$ cat src/rtl/vga_timing_monitor.sv
// vga_timing_monitor: locks to an hsync/vsync pair, recovers column/line/de and flags timing deviations
module vga_timing_monitor #(
  parameter int HVA = 640,
  parameter int HSP = 96,
  parameter int HBP = 48,
  parameter int HWL = 800,
  parameter int VVA = 480,
  parameter int VSP = 2,
  parameter int VBP = 33,
  parameter int VWF = 525,
  parameter int LOCK_FRAMES = 2
) (
  input  logic        clk,
  input  logic        rst,
  input  logic        en,
  input  logic        hsync,
  input  logic        vsync,
  input  logic        err_clr,
  output logic [11:0] column,
  output logic [11:0] line,
  output logic        de,
  output logic        frame_start,
  output logic        locked,
  output logic [3:0]  err
);
  localparam logic [1:0] SEARCH = 2'd0, MEASURE = 2'd1, LOCKED = 2'd2;
  localparam int HS = HSP + HBP;
  localparam int VS = VSP + VBP;
  logic [1:0] state, state_nx;
  logic [7:0] good_cnt, good_nx, good_inc;
  logic [11:0] hcnt, vcnt, hlow, vlow;
  logic [12:0] hcnt_inc, vcnt_inc;
  logic h_q, v_q, h_chk, v_chk, fdirty, fs_q;
  logic h_fall, h_rise, v_fall, v_rise, tmo, clean, de_nx;
  logic [3:0] ev, e_q;
  always_comb begin
    h_fall = h_q & ~hsync;
    h_rise = ~h_q & hsync;
    v_fall = v_q & ~vsync;
    v_rise = ~v_q & vsync;
    hcnt_inc = {1'b0, hcnt} + 13'd1;
    vcnt_inc = {1'b0, vcnt} + 13'd1;
    tmo = ~h_fall & (hcnt_inc == 13'(2 * HWL));
    ev = {v_rise & (vlow != 12'(VSP)),
          v_fall & v_chk & (vcnt_inc != 13'(VWF)),
          h_rise & (hlow != 12'(HSP)),
          (h_fall & h_chk & (hcnt_inc != 13'(HWL))) | tmo};
    clean = ~fdirty & ~|ev;
    good_inc = good_cnt + 8'd1;
    state_nx = state;
    good_nx = good_cnt;
    if (tmo) begin
      state_nx = SEARCH;
      good_nx = '0;
    end else if (state == SEARCH) begin
      state_nx = v_fall ? MEASURE : SEARCH;
      good_nx = '0;
    end else if (state == LOCKED) begin
      state_nx = |ev ? MEASURE : LOCKED;
      good_nx = |ev ? '0 : good_cnt;
    end else if (v_fall) begin
      good_nx = clean ? good_inc : '0;
      state_nx = (clean && good_inc == 8'(LOCK_FRAMES)) ? LOCKED : MEASURE;
    end
    de_nx = (state == LOCKED) && hcnt >= 12'(HS) && hcnt < 12'(HS + HVA) &&
            vcnt >= 12'(VS) && vcnt < 12'(VS + VVA);
  end
  always_ff @(posedge clk or negedge rst) begin
    if (!rst) begin
      state <= SEARCH;
      good_cnt <= '0;
      hcnt <= '0;
      vcnt <= '0;
      hlow <= '0;
      vlow <= '0;
      h_q <= 1'b1;
      v_q <= 1'b1;
      h_chk <= 1'b0;
      v_chk <= 1'b0;
      fdirty <= 1'b0;
      fs_q <= 1'b0;
      e_q <= '0;
      column <= '0;
      line <= '0;
      de <= 1'b0;
      frame_start <= 1'b0;
      locked <= 1'b0;
      err <= '0;
    end else begin
      if (en) begin
        h_q <= hsync;
        v_q <= vsync;
        hcnt <= h_fall ? '0 : (hcnt == 12'hfff ? hcnt : hcnt + 12'd1);
        hlow <= h_fall ? 12'd1 : ((~hsync && hlow != 12'hfff) ? hlow + 12'd1 : hlow);
        vcnt <= v_fall ? '0 : ((h_fall && vcnt != 12'hfff) ? vcnt + 12'd1 : vcnt);
        vlow <= v_fall ? {11'd0, h_fall} : ((h_fall && ~vsync && vlow != 12'hfff) ? vlow + 12'd1 : vlow);
        h_chk <= tmo ? 1'b0 : (h_fall | h_chk);
        v_chk <= tmo ? 1'b0 : (v_fall | v_chk);
        fdirty <= v_fall ? 1'b0 : (fdirty | |ev);
        state <= state_nx;
        good_cnt <= good_nx;
      end
      // errors seen while searching are ignored; they only matter once a lock attempt is running
      e_q <= (en && state != SEARCH) ? ev : '0;
      fs_q <= en & v_fall & (state == LOCKED);
      err <= (err_clr ? 4'd0 : err) | e_q;
      frame_start <= fs_q;
      locked <= state == LOCKED;
      de <= de_nx;
      column <= de_nx ? hcnt - 12'(HS) : '0;
      line <= de_nx ? vcnt - 12'(VS) : '0;
    end
  end
endmodule

$ cat config.mk
export PLATFORM = sky130hd
export DESIGN_NAME = vga_timing_monitor
export DESIGN_NICKNAME = d
export VERILOG_FILES = /design/src/rtl/vga_timing_monitor.sv
export SDC_FILE = /design/constraint.sdc
export NUM_CORES = 1
export LEC_CHECK = 0
export ABC_AREA = 1
export CORE_MARGIN = 2
export CORE_UTILIZATION = 32
export CTS_CLUSTER_DIAMETER = 150
export DETAILED_ROUTE_END_ITERATION = 12
export PLACE_DENSITY_LB_ADDON = 0.08
export SKIP_LAST_GASP = 1
export SLEW_MARGIN = 20
export SYNTH_ARGS = -nofsm -noshare
export SYNTH_HDL_FRONTEND = slang
export SYNTH_SLANG_ARGS = --single-unit
export TNS_END_PERCENT = 1
$ cat constraint.sdc
create_clock -name clk -period 2.44 [get_ports clk]
set_input_delay 0.488 -clock clk [delete_from_list [all_inputs] [get_ports clk]]
set_output_delay 0.488 -clock clk [all_outputs]
set_load 0.1 [all_outputs]
==> impl_results.md, run 1 <==
- Die ar.: 17,700 um2
- Reg area: 2480 um2
- DR iter-0 viols: 283
- Worst Tran Pin Value: 630 ps
- Vias: 4,508
- Ant diodes: 0
- Antenna Violating Nets Remaining: 0
- Routed len/inst: 13.2 um
- Synth warn: 0
- Layout fillers: 1,702
- RSZ-0062 raised after global routing: false
- Slew Viols, Final: 0
- Skew-Pair Late Insertion Delay: 360 ps
- GRT Overall Usage: 15.5%
- Die Wd: 133 um
- Status: complete, no violations
- Static leakage: 3.20 nW
- CTS clock-pin slew for the worst setup and hold paths: 80 ps
- Starting Density: 32.5%
- Dpl ws: -38.4 ps
- Critical path peak fanout: 8
- Die height: 133 um
- Hold_buf cts: 0
- Critical Path AT: 2460 ps
- CTS tree: done
- Flops & latches, synth: 99
- DRC viols: 0
- Vias in the first global route: 4,428
- Nets: 771
- Drt pass-1 iters: 5
- Grt ovf: 0
- Area added between synthesis and finish: 20.3%
- Core area: 16,400 um2
- Hold Slack: 152 ps
- Clock root cell: clkbuf_16
- Sink Count: 99
- Final core occ: 39.1%
- Max-cap violations: 0
- Crit end category: register
- Synth Cell Area: 5330 um2
- Fmax: 0.461 GHz
- First-pass GRT wire length: 22.0 mm
- Multi-input gate area: 2480 um2
- Final period util: 88.9%
- Final setup vio count: 0
- Site row count: 47
- Setup Skew: 13.4 ps
- Kind of critical path: reg -> reg
- Register area share after synthesis: 46.5%
- Final Hold Fails: 0
- Detail Placement HPWL: 9.61 mm
- Post-synth EDFFs: 0
- Post-synth cell types: 40
- Routed WL: 12.8 mm
- Commonest non-fill, non-tap cell in the layout: nand2_1
- Clock Path Buffers: 2
- Main synth FF type: dfrtp_1
- Required time worst endpoint: 2730 ps
- Final WS setup: 270 ps
- Cell Pwr Density: 621 nW/um2
- Syn Inst Count: 690
- Slew HR: 58.0%
- Minimum clock period: 2170 ps
- Async SR Flop Fraction: 100%
- CTS Buf Count: 9
- Io pins: 37
- H-tree lvl count: 3
- PnR Total Power: 3.98 mW
- Initial antenna violation count: 0
- VDD IR max: 372 uV
- Port bufs: 36
- Hold crit path type: in -> async
- DR vias/cell: 4.62
- Share of cells above drive strength 1: 14.6%
- Synth Area per Inst: 7.72 um2
- RePlAce Congestion: 0.841
- Largest net degree at the start of global routing: 45
- Most frequent cells in the layout: 169 x nand2_1, 96 x inv_1, 95 x dfrtp_1
- Critical Path Start Type: register
- Syn nets: 709
==> layer usage <==
metal | wire length [um] | vias up | track usage, %
met3 | 403 | 12 | 2.38
met1 | 6280 | 2104 | 21.6
met5 | 0 | - | 0
met4 | 220 | 0 | 5.85
li1 | - | 2326 | -
met2 | 5940 | 66 | 24.5
==> worst max-delay path: stages, from the launching register on <==
cell and delay [ps]:
dfrtp_1 440, ha_4 180, nand2_2 80, nor2_4 180, nand2_1 100, nand2_1 70
nand2_1 90, inv_2 70, nand2_1 50, nor2_1 100, nand3_1 120, nand3_1 110
nand2_2 100, a21oi_4 250, nand2_1 90, nand2_1 70
==> layout make-up <==
cell class | instances | share of cell area, %
inverter | 100 | 5.86
multi-input combinational | 484 | 38.6
sequential | 99 | 38.7
clock inverter | 4 | 1.17
clock buffer | 11 | 3.79
timing repair buffer | 58 | 7.53
tap | 220 | 4.29
==> cell families (layout without fill, tap and decap cells) <==
family,count (synthesis),in the layout,synth area share [%]
buffers and inverters,107,173,7.59
AO/OA/AOI/OAI,91,91,9.75
XOR/XNOR,19,19,3.12
adder cells (fa/ha/maj),13,13,3.05
other,1,1,0.0704
AND/OR/NAND/NOR,360,360,29.9
flip-flops,99,99,46.5
==> where the power goes <==
part / switching (mW) / leakage, nW / internal, mW
combinational: 0.427 / 1.71 / 0.186
clock: 0.642 / 0.148 / 0.922
sequential: 0.0783 / 1.34 / 1.72
==> synth_stat cells, types with 2 or more instances <==
library cell | instances | area [um2]
a21oi_1 | 23 | 115
clkbuf_1 | 5 | 18.8
dfrtp_1 | 97 | 2430
dfstp_2 | 2 | 52.6
ha_1 | 13 | 163
inv_1 | 96 | 360
inv_2 | 4 | 15.0
nand2_1 | 169 | 634
nand2_2 | 9 | 56.3
nand2_4 | 2 | 22.5
nand3_1 | 42 | 210
nand3b_1 | 2 | 15.0
nand4_1 | 14 | 87.6
nor2_1 | 85 | 319
nor2_2 | 9 | 56.3
nor2_4 | 2 | 22.5
nor3_1 | 16 | 80.1
nor4_1 | 4 | 25.0
o21ai_0 | 36 | 180
o21ai_1 | 4 | 20.0
o21bai_1 | 4 | 30.0
o22ai_1 | 14 | 87.6
o31ai_1 | 2 | 15.0
o32ai_1 | 2 | 17.5
or2_2 | 2 | 12.5
xor2_1 | 18 | 158
==> path summary, 6_finish.rpt <==
kind / from / end / slack, ps / cells after the start
hold reg to reg: fs_q$_DFF_PN0_ / frame_start$_DFF_PN0_ / 350 / 0
min in group clk: fs_q$_DFF_PN0_ / frame_start$_DFF_PN0_ / 350 / 0
setup / recovery: hcnt[0]$_DFFE_PN0P_ / good_cnt[4]$_DFFE_PN0P_ / 270 / 15
setup reg to reg: hcnt[0]$_DFFE_PN0P_ / good_cnt[4]$_DFFE_PN0P_ / 270 / 15
hold / removal: rst / line[3]$_DFF_PN0_ / 150 / 1
max in group asynchronous: rst / v_q$_DFFE_PN1P_ / 1660 / 2
==> flip-flops by register name, summed over array words and instances (netlist names), 2 cells and up <==
name,flops
state,2
column,12
vcnt,12
hcnt,12
line,12
err,4
e_q,4
vlow,12
good_cnt,8
hlow,12
==> through the flow <==
step,instances,instance area [um2],setup TNS [ps]
floorplan,690,5330,0
global placement,960,6050,0
detailed placement,960,6050,-132
CTS,975,6370,0
global route,976,6410,0
finish,976,6410,0
==> what timing repair did <==
| item | 4_1_cts | 5_1_grt |
|---|---|---|
| resized for setup | 0 | 10 |
| endpoints found under the setup margin | 0 | 10 |
| buffers inserted | 0 | 1 |
Note: power is estimated with default switching activity, not from simulation.
==> inputs of run 2 (changes only) <==
--- a/config.mk
+++ b/config.mk
@@ -7,10 +7,11 @@
 export LEC_CHECK = 0
 export ABC_AREA = 1
 export CORE_MARGIN = 2
-export CORE_UTILIZATION = 32
+export CORE_UTILIZATION = 30
 export CTS_CLUSTER_DIAMETER = 150
 export DETAILED_ROUTE_END_ITERATION = 12
 export PLACE_DENSITY_LB_ADDON = 0.08
+export SKIP_CTS_REPAIR_TIMING = 1
 export SKIP_LAST_GASP = 1
 export SLEW_MARGIN = 20
 export SYNTH_ARGS = -nofsm -noshare
==> impl_results.md, run 2 (same netlist as run 1, synthesis figures left out) <==
- Status: complete, no violations
- Most frequent cells in the layout: 169 x nand2_1, 96 x inv_1, 96 x dfrtp_1
- Internal: 2.60 mW (-8.2%)
- Critical Path Start Type: register
- Die ar.: 18,800 um2 (+6.5%)
- Final setup TNS: 0 ps (unchanged)
- VDD IR max: 312 uV (-16%)
- Critical-path top delay cell: dfrtp_1
- PnR Total Power: 3.78 mW (-5.0%)
- Placement Cell Area: 6050 um2 (about the same)
- Drt pass-1 iters: 4 (-1)
- Port bufs: 36 (unchanged)
- CTS clock-pin slew for the worst setup and hold paths: 70 ps (about the same)
- Sw Ratio: 31.2% (+2.4 points)
- Largest net degree at the start of global routing: 100 (+120%)
- H-tree lvl count: 3 (unchanged)
- Worst Tran Pin Value: 668 ps (+38.1 ps)
- Largest stage delay on the critical path: 410 ps (-30 ps)
- Die height: 137 um (+3.2%)
- Final core occ: 36.6% (-2.4 points)
- Dpl ws: 79.2 ps (+118 ps)
- Setup Skew: 7.31 ps (-6.10 ps)
- Vias in the first global route: 4,474 (+1.0%)
- First-pass GRT wire length: 22.2 mm (+0.88%)
- DR vias/cell: 4.59 (-0.54%)
- RePlAce Congestion: 0.821 (-2.4%)
- Required time worst endpoint: 2730 ps (about the same)
- P_sw: 1.18 mW (+2.9%)
- CTS Buf Count: 9 (unchanged)
- Minimum clock period: 2190 ps (+19.7 ps)
- Io pins: 37 (unchanged)
- Critical path peak fanout: 9 (+1)
- Buffer and inverter count on the worst path: 0 (-1)
- Vias: 4,511 (+0.067%)
- Final Hold Fails: 0 (unchanged)
- Core area: 17,400 um2 (+5.8%)
- DR iter-0 viols: 237 (-16%)
- Share of cells above drive strength 1: 14.8% (+0.24 points)
- Sink Count: 99 (unchanged)
- Crit end category: register
- Nets: 771 (unchanged)
- Static leakage: 3.18 nW (-0.78%)
- GRT Overall Usage: 15.0% (-0.51 points)
- Critical Path AT: 2480 ps (+20 ps)
- Skew-Pair Late Insertion Delay: 350 ps (about the same)
- Slew Viols, Final: 0 (unchanged)
- Reg power frac: 47.6% (+2.3 points)
- Final period util: 89.7% (+0.81 points)
- Area added between synthesis and finish: 19.4%
- Ant diodes: 0 (unchanged)
- Post-route design area: 6360 um2 (-0.76%)
- Routed WL: 12.9 mm (+0.26%)
- Site row count: 48 (+2.1%)
- Routed len/inst: 13.1 um (-0.36%)
- Antenna Violating Nets Remaining: 0 (unchanged)
- Grt ovf: 0 (unchanged)
- Max-cap violations: 0 (unchanged)
- Cell Pwr Density: 594 nW/um2 (-4.2%)
- DRC viols: 0 (unchanged)
- Clock share of power: 36.4% (-2.9 points)
- Final WS setup: 251 ps (-19.7 ps)
- Hold crit path type: in -> async
- CTS tree: done
- Slew HR: 55.0% (-3.0 points)
- CP Cell Sequence: ha_2 > nand2_2 > nor2_4 > nand2_1 > nor2_1 > nor2_1 > nand2_1 > nor2_1 > nand3_1 > nand2_2 > nor2_8 > nand2_4 > nor2_1 > nand2_1 > nand2_1
- Comb power frac: 16.1% (+0.7 points)
- CP delay by family, top: simple AND/OR/NAND/NOR gates
- RSZ-0062 raised after global routing: false
- Clock root cell: clkbuf_16
- Initial antenna violation count: 0 (unchanged)
- Starting Density: 30.7% (-1.8 points)
- Layout fillers: 1,806 (+6.1%)
- Fmax: 0.457 GHz (-0.90%)
- Clock Path Buffers: 2 (unchanged)
- Final setup vio count: 0 (unchanged)
- Commonest non-fill, non-tap cell in the layout: nand2_1
- Detail Placement HPWL: 9.37 mm (-2.5%)
- Kind of critical path: reg -> reg
- Die Wd: 137 um (+3.2%)
-- run 2: power groups by stage --
stage | clock network, mW | logic (mW) | registers, mW
2_1_floorplan | 0 | 0.314 | 1.90
3_3_place_gp | 0 | 0.605 | 1.83
3_5_place_dp | 0 | 0.607 | 1.83
4_1_cts | 1.44 | 0.609 | 1.80
5_1_grt | 1.49 | 0.687 | 1.81
6_report | 1.37 | 0.608 | 1.80
-- run 2: path summary, 6_finish.rpt --
check	from	end	slack, ps	cells after the start
setup / recovery	hcnt[0]$_DFFE_PN0P_	good_cnt[1]$_DFFE_PN0P_	250	15
max in group asynchronous	rst	hcnt[1]$_DFFE_PN0P_	1810	2
hold / removal	rst	vcnt[4]$_DFFE_PN0P_	190	2
hold reg to reg	fs_q$_DFF_PN0_	frame_start$_DFF_PN0_	360	0
setup reg to reg	hcnt[0]$_DFFE_PN0P_	good_cnt[1]$_DFFE_PN0P_	250	15
min in group clk	fs_q$_DFF_PN0_	frame_start$_DFF_PN0_	360	0
-- run 2: area by class of cell --
| class | instances | area, um2 | share of cell area (%) |
|---|---|---|---|
| Multi-Input combinational cell | 484 | 2470 | 38.9 |
| Inverter | 100 | 375 | 5.90 |
| Timing Repair Buffer | 58 | 470 | 7.40 |
| Tap cell | 225 | 282 | 4.43 |
| Sequential cell | 99 | 2480 | 39.0 |
| Clock buffer | 9 | 225 | 3.54 |
| Clock inverter | 7 | 53.8 | 0.846 |
-- run 2: per-stage QoR --
step	hold slack (ps)	std cells
4_1_cts	231	982
3_3_place_gp	344	966
6_report	194	982
5_1_grt	250	982
2_1_floorplan	192	690
3_5_place_dp	348	966
-- run 2: per-layer routing --
layer / vias up / routed length, um / part of all wire [%] / track usage [%]
met3: 11 / 360 / 2.8 / 2.02
met4: 0 / 209 / 1.6 / 5.50
li1: 2332 / - / - / -
met2: 59 / 5870 / 46 / 23.7
met5: - / 0 / 0 / 0
met1: 2109 / 6430 / 50 / 21.0
-- run 2: worst register-to-register path: stages (launching register included) --
cell     delay (ps)
dfrtp_1         410
ha_2            240
nand2_2          90
nor2_4          150
nand2_1          90
nor2_1          190
nor2_1           60
nand2_1         120
nor2_1           50
nand3_1         110
nand2_2         100
nor2_8          170
nand2_4         110
nor2_1          120
nand2_1          60
nand2_1          60
==> inputs of run 3 (changes only) <==
--- a/config.mk
+++ b/config.mk
@@ -17,4 +17,4 @@
 export SYNTH_ARGS = -nofsm -noshare
 export SYNTH_HDL_FRONTEND = slang
 export SYNTH_SLANG_ARGS = --single-unit
-export TNS_END_PERCENT = 1
+export TNS_END_PERCENT = 30
==> results of run 3 <==
Same layout as run 2: the final DEF is identical, and so are final timing and power.
==> RTL change 1: new RTL, settings of run 1 <==
Reset style: synchronous (`rst`), changed in one clocked block.
--- a/src/rtl/vga_timing_monitor.sv
+++ b/src/rtl/vga_timing_monitor.sv
@@ -67,3 +67,3 @@
   end
-  always_ff @(posedge clk or negedge rst) begin
+  always_ff @(posedge clk) begin
     if (!rst) begin
Check against the original RTL: differs if rst is asserted again (counterexample within 4 cycles, from zero or initial values and one cycle with rst low); with rst held inactive, the same outputs for 10 cycles.
==> RTL change 1 against run 1 <==
Clock power grew 6%. Power shrank 8.0%. Synthesized area shrank 6.9%. Hold slack gained 0.28 ns. First-iteration DRC count grew 3.2%. Wire length shrank 4.9%. Sequential power shrank 6%. Design area shrank 7.5%. Clock skew shrank 0.0077 ns. Critical endpoint is now good_cnt[0]. Non-clock buffer count shrank 2. Sequential cell count is the same. Critical path depth shrank 1. Worst setup slack lost 0.050 ns. Sequential share of layout area shrank 5.3 points.
==> RTL change 1: results (changes against run 1) <==
- Run status: complete, no violations
- The global-route wire length before repair is 20.92 mm (-4.9%).
- Power in combinational cells: 328 uW (-46%)
- The met3 layer wire length in the routed design came to 338 um (-16%).
* Number of standard cells in the layout, taps in and fillers out: 967 (-0.92%)
- The clock skew after layout is 0.005740 ns (-0.007670 ns).
* Transition time at the pin with the least slew margin: 0.6354 ns (+0.005578 ns)
- Seq/Total Area, Yosys: 39.95% (-6.6 points)
* Async set-or-reset flop fraction in the synthesized netlist: 0% (-100 points)
* First drt pass iteration count: 4 (-1)
- The worst-case vdd ir drop is 329.6 uV (-11%).
- In this run the worst setup path begins at vcnt[0].
- Via count of the first global-routing pass: 4377 (-1.2%)
- The share of the synthesized area in compound gates (AO/OA/AOI/OAI) was 12.06% (+2.3 points).
* Net Count, Synth: 743 (+4.8%)
- The switching component of the power came to 869.3 uW (-24%).
* Met3 demand-to-capacity share in global routing: 2.370% (-0.0054 points)
- Global Route met2 Usage: 26.10% (+1.6 points)
* Adder and majority cell fraction of the synthesized area: 3.279% (+0.23 points)
- Sorting the synthesized cells by how often they occur yields 156 x sky130_fd_sc_hd__nand2_1, 105 x sky130_fd_sc_hd__nor2_1, 99 x sky130_fd_sc_hd__dfxtp_1, 83 x sky130_fd_sc_hd__inv_1, 64 x sky130_fd_sc_hd__nand3_1.
* Top flip-flop cell by instance count after synthesis: sky130_fd_sc_hd__dfxtp_1
- The met1 capacity usage during global routing is 20.90% (-0.69 points).
* Total via count in the routed design: 4603 (+2.1%)
- The endpoint identified for the worst register-to-register timing path is good_cnt[0].
- The xor/xnor cell area share of the yosys netlist came to 1.236% (-1.9 points).
- Avg Cell Area, Syn: 6.852 um^2 (-11%)
* Total cell area at the placement stage: 0.005538 mm^2 (-8.5%)
- The largest net degree at the start of global routing is 29 (-36%).
- The final estimated routing congestion in global placement was 0.8315 (-1.2%).
* Clock Power Share: 45.0% (+5.7 points)
- The path class of the tightest hold or removal check is flip-flop to flip-flop.
* Logic depth of the worst register-to-register path: 14 (-1)
- Critical path's slowest cell: sky130_fd_sc_hd__dfxtp_1
* Netlist cell types: 44 (+10%)
- Metal2 WL: 5.637 mm (-5.1%)
- The internal reg-to-reg setup slack came to 0.22 ns (-0.05 ns).
- Detailed Route Iter0 Violations: 292 (+3.2%)
==> RTL change 1: cell types whose count changed after synthesis, sizes merged, moves of 12 or more <==
cell   delta
nor2     +16
nand2    -19
xor2     -12
o22ai    -14
o21ai    -12
dfrtp    -97
dfxtp    +99
a21oi    +33
nand3    +24
==> RTL change 1: worst max-delay path by stage <==
| stage | endpoint | slack, ns |
|---|---|---|
| after floorplan | good_cnt[6] | 0.50 |
| after global placement | vlow[9] | 0.09 |
| after detailed placement | vlow[9] | 0.06 |
| after CTS | good_cnt[4] | 0.14 |
| after global routing | good_cnt[1] | -0.04 |
| final | good_cnt[0] | 0.22 |
==> RTL change 1: worst min-delay path: stages, from the launching register on <==
cell and delay, ns:
sky130_fd_sc_hd__dfxtp_1 0.31, sky130_fd_sc_hd__nand2_1 0.05, sky130_fd_sc_hd__inv_1 0.05
==> RTL change 1: what timing repair did <==
item | in CTS | in global routing
resized for setup | 0 | 6
endpoints found under the setup margin | 0 | 11
setup buffers | 0 | 2
==> RTL change 1: through the flow <==
| stage | hold slack, ns | power [uW] | TNS [ns] |
|---|---|---|---|
| 4_1_cts | 0.4453 | 3714 | 0 |
| 6_report | 0.4272 | 3659 | 0 |
| 2_1_floorplan | 0.3905 | 1941 | 0 |
| 3_5_place_dp | 0.4304 | 2044 | 0 |
| 3_3_place_gp | 0.4250 | 2043 | 0 |
| 5_1_grt | 0.4557 | 3826 | -0.1870 |
==> RTL change 1: final cells by class <==
| type | count | area (um^2) |
|---|---|---|
| sequential | 99 | 1982 |
| multi-input combinational | 516 | 2592 |
| clock buffer | 11 | 242.7 |
| inverter | 92 | 345.3 |
| clock inverter | 5 | 100.1 |
| fill | 1630 | 9271 |
| tap | 188 | 235.2 |
| timing repair buffer | 56 | 432.9 |
==> RTL change 2: new RTL, flow settings as in run 1 <==
Without the edit above. Change the parameter `VBP` from 33 to 16.
--- a/src/rtl/vga_timing_monitor.sv
+++ b/src/rtl/vga_timing_monitor.sv
@@ -8,3 +8,3 @@
   parameter int VSP = 2,
-  parameter int VBP = 33,
+  parameter int VBP = 16,
   parameter int VWF = 525,
Function: no difference found for any inputs over 10 cycles, from zero or initial values and one cycle with rst low; that may be too few to reach the edited logic, so the function may still have changed.
==> RTL change 2 against run 1 <==
Critical path depth is 2 lower. Design area fell by 0.59%. Synthesized cell count is 1.7% lower. Count of clock-buffer cells in the layout unchanged. Power is 4.5% lower. Global-route usage decreased by 0.44 points. Worst setup slack got worse by 0.054 ns. Sequential cell count is the same. Wire length shrank 0.95%. Synthesized area rose by 1.1%. Core utilization decreased by 0.51 points. First-iteration DRC count decreased by 28%. Critical path type unchanged.
==> RTL change 2: results (changes against run 1) <==
- The combined global-route utilization of all metal layers was 15.09% (-0.44 points).
- Worst hold margin: 0.1879 ns (+0.03623 ns)
- Net Count, Synth: 700 (-1.3%)
* Global Route met2 Usage: 24.87% (+0.40 points)
- The power in the clock group came to 1380 uW (-12%).
* Seq/Total Area, Yosys: 46.04% (-0.51 points)
- The measured slew at the worst slew-check pin came to 0.5764 ns (-0.05339 ns).
- Via density per instance: 4.694 (+1.6%)
- First-pass GRT wire length: 21.85 mm (-0.66%)
- CP Capture Point: good_cnt[3]
- Critical Path Fanout Max: 6 (-2)
- Maximum number of pins on one net before global-route repair: 100 (+120%)
* Via count of the first global-routing pass: 4420 (-0.18%)
* DR WL met3: 508 um (+26%)
- The cell-internal power came to 2628 uW (-7.2%).
- The final estimated routing congestion in global placement is 0.8477 (+0.77%).
- Arrival time worst endpoint: 2.51 ns (+0.05 ns)
- Post-Route Skew: 0.009381 ns (-0.004029 ns)
* Routed metal-1 wire length: 6.060 mm (-3.5%)
* Total wirelength of the detailed-routed design: 12.72 mm (-0.95%)
* Synthesized instance count: 678 (-1.7%)
- The post-layout instance count excluding filler cells is 962 (-1.4%).
- Critical Path Start: vcnt[2]
- Detailed Route Iter0 Violations: 204 (-28%)
- Worst reg-to-reg setup slack: 0.22 ns (-0.05 ns)
* Share of the synthesized area in compound gates (AO/OA/AOI/OAI): 10.78% (+1.0 points)
- The xor/xnor cell area share of the yosys netlist is 2.602% (-0.52 points).
* Switching component of the power: 1172 uW (+2.2%)
* Instance count after placement with tap cells included: 943 (-1.8%)
- Met3 demand-to-capacity share in global routing: 3.691% (+1.3 points)
- The share of final-layout standard cells stronger than drive strength 1 came to 17.25% (+2.7 points).
- Metal2 WL: 6.020 mm (+1.3%)
* Logic depth of the worst register-to-register path: 13 (-2)
* Number of fillers in the final layout: 1657 (-2.6%)
- The static leakage power is 0.003057 uW (-4.5%).
- The run finished with clean final reports.
- The final net count is 759 (-1.6%).
* First drt pass iteration count: 4 (-1)
- Post-detailed-placement half-perimeter wirelength: 9.318 mm (-3.0%)
- Netlist cell types: 41 (+2.5%)
* Adder and majority cell fraction of the synthesized area: 3.717% (+0.66 points)
- In the post-synthesis netlist, the biggest area contributors are sky130_fd_sc_hd__dfrtp_1 45%, sky130_fd_sc_hd__nand2_1 10%, sky130_fd_sc_hd__nor2_1 6.6%, sky130_fd_sc_hd__inv_1 5.4%, sky130_fd_sc_hd__nand3_1 4.4%.
-- RTL change 2: cell types whose count changed after synthesis, sizes merged, moves of 5 or more --
cell,run 1,this run
a21oi,25,20
nand3,43,51
o21ai,40,48
nand2,180,159
buf,1,6
nor2,97,106
inv,100,87
-- RTL change 2: repair_timing --
| action | in CTS | in global routing |
|---|---|---|
| hold buffers | 0 | 0 |
| setup buffers | 0 | 2 |
| gates resized for setup | 0 | 8 |
| endpoints found under the setup margin | 0 | 11 |
| endpoints found under the hold margin | 0 | 0 |
-- RTL change 2: final cells by class --
class,count,area share [%]
Multi-Input combinational cell,483,39.98
Sequential cell,99,38.98
Timing Repair Buffer,56,7.147
Inverter,88,5.184
Tap cell,220,4.320
Clock buffer,11,3.809
Clock inverter,5,0.5890
-- RTL change 2: logic make-up after synthesis --
family                     count (synthesis)
DFF                                       99
xor gates and xnor gates                  16
adders and majority gates                 16
buffers and inverters                     97
AOI/OAI and AO/OA                         95
and+or+nand+nor                          355
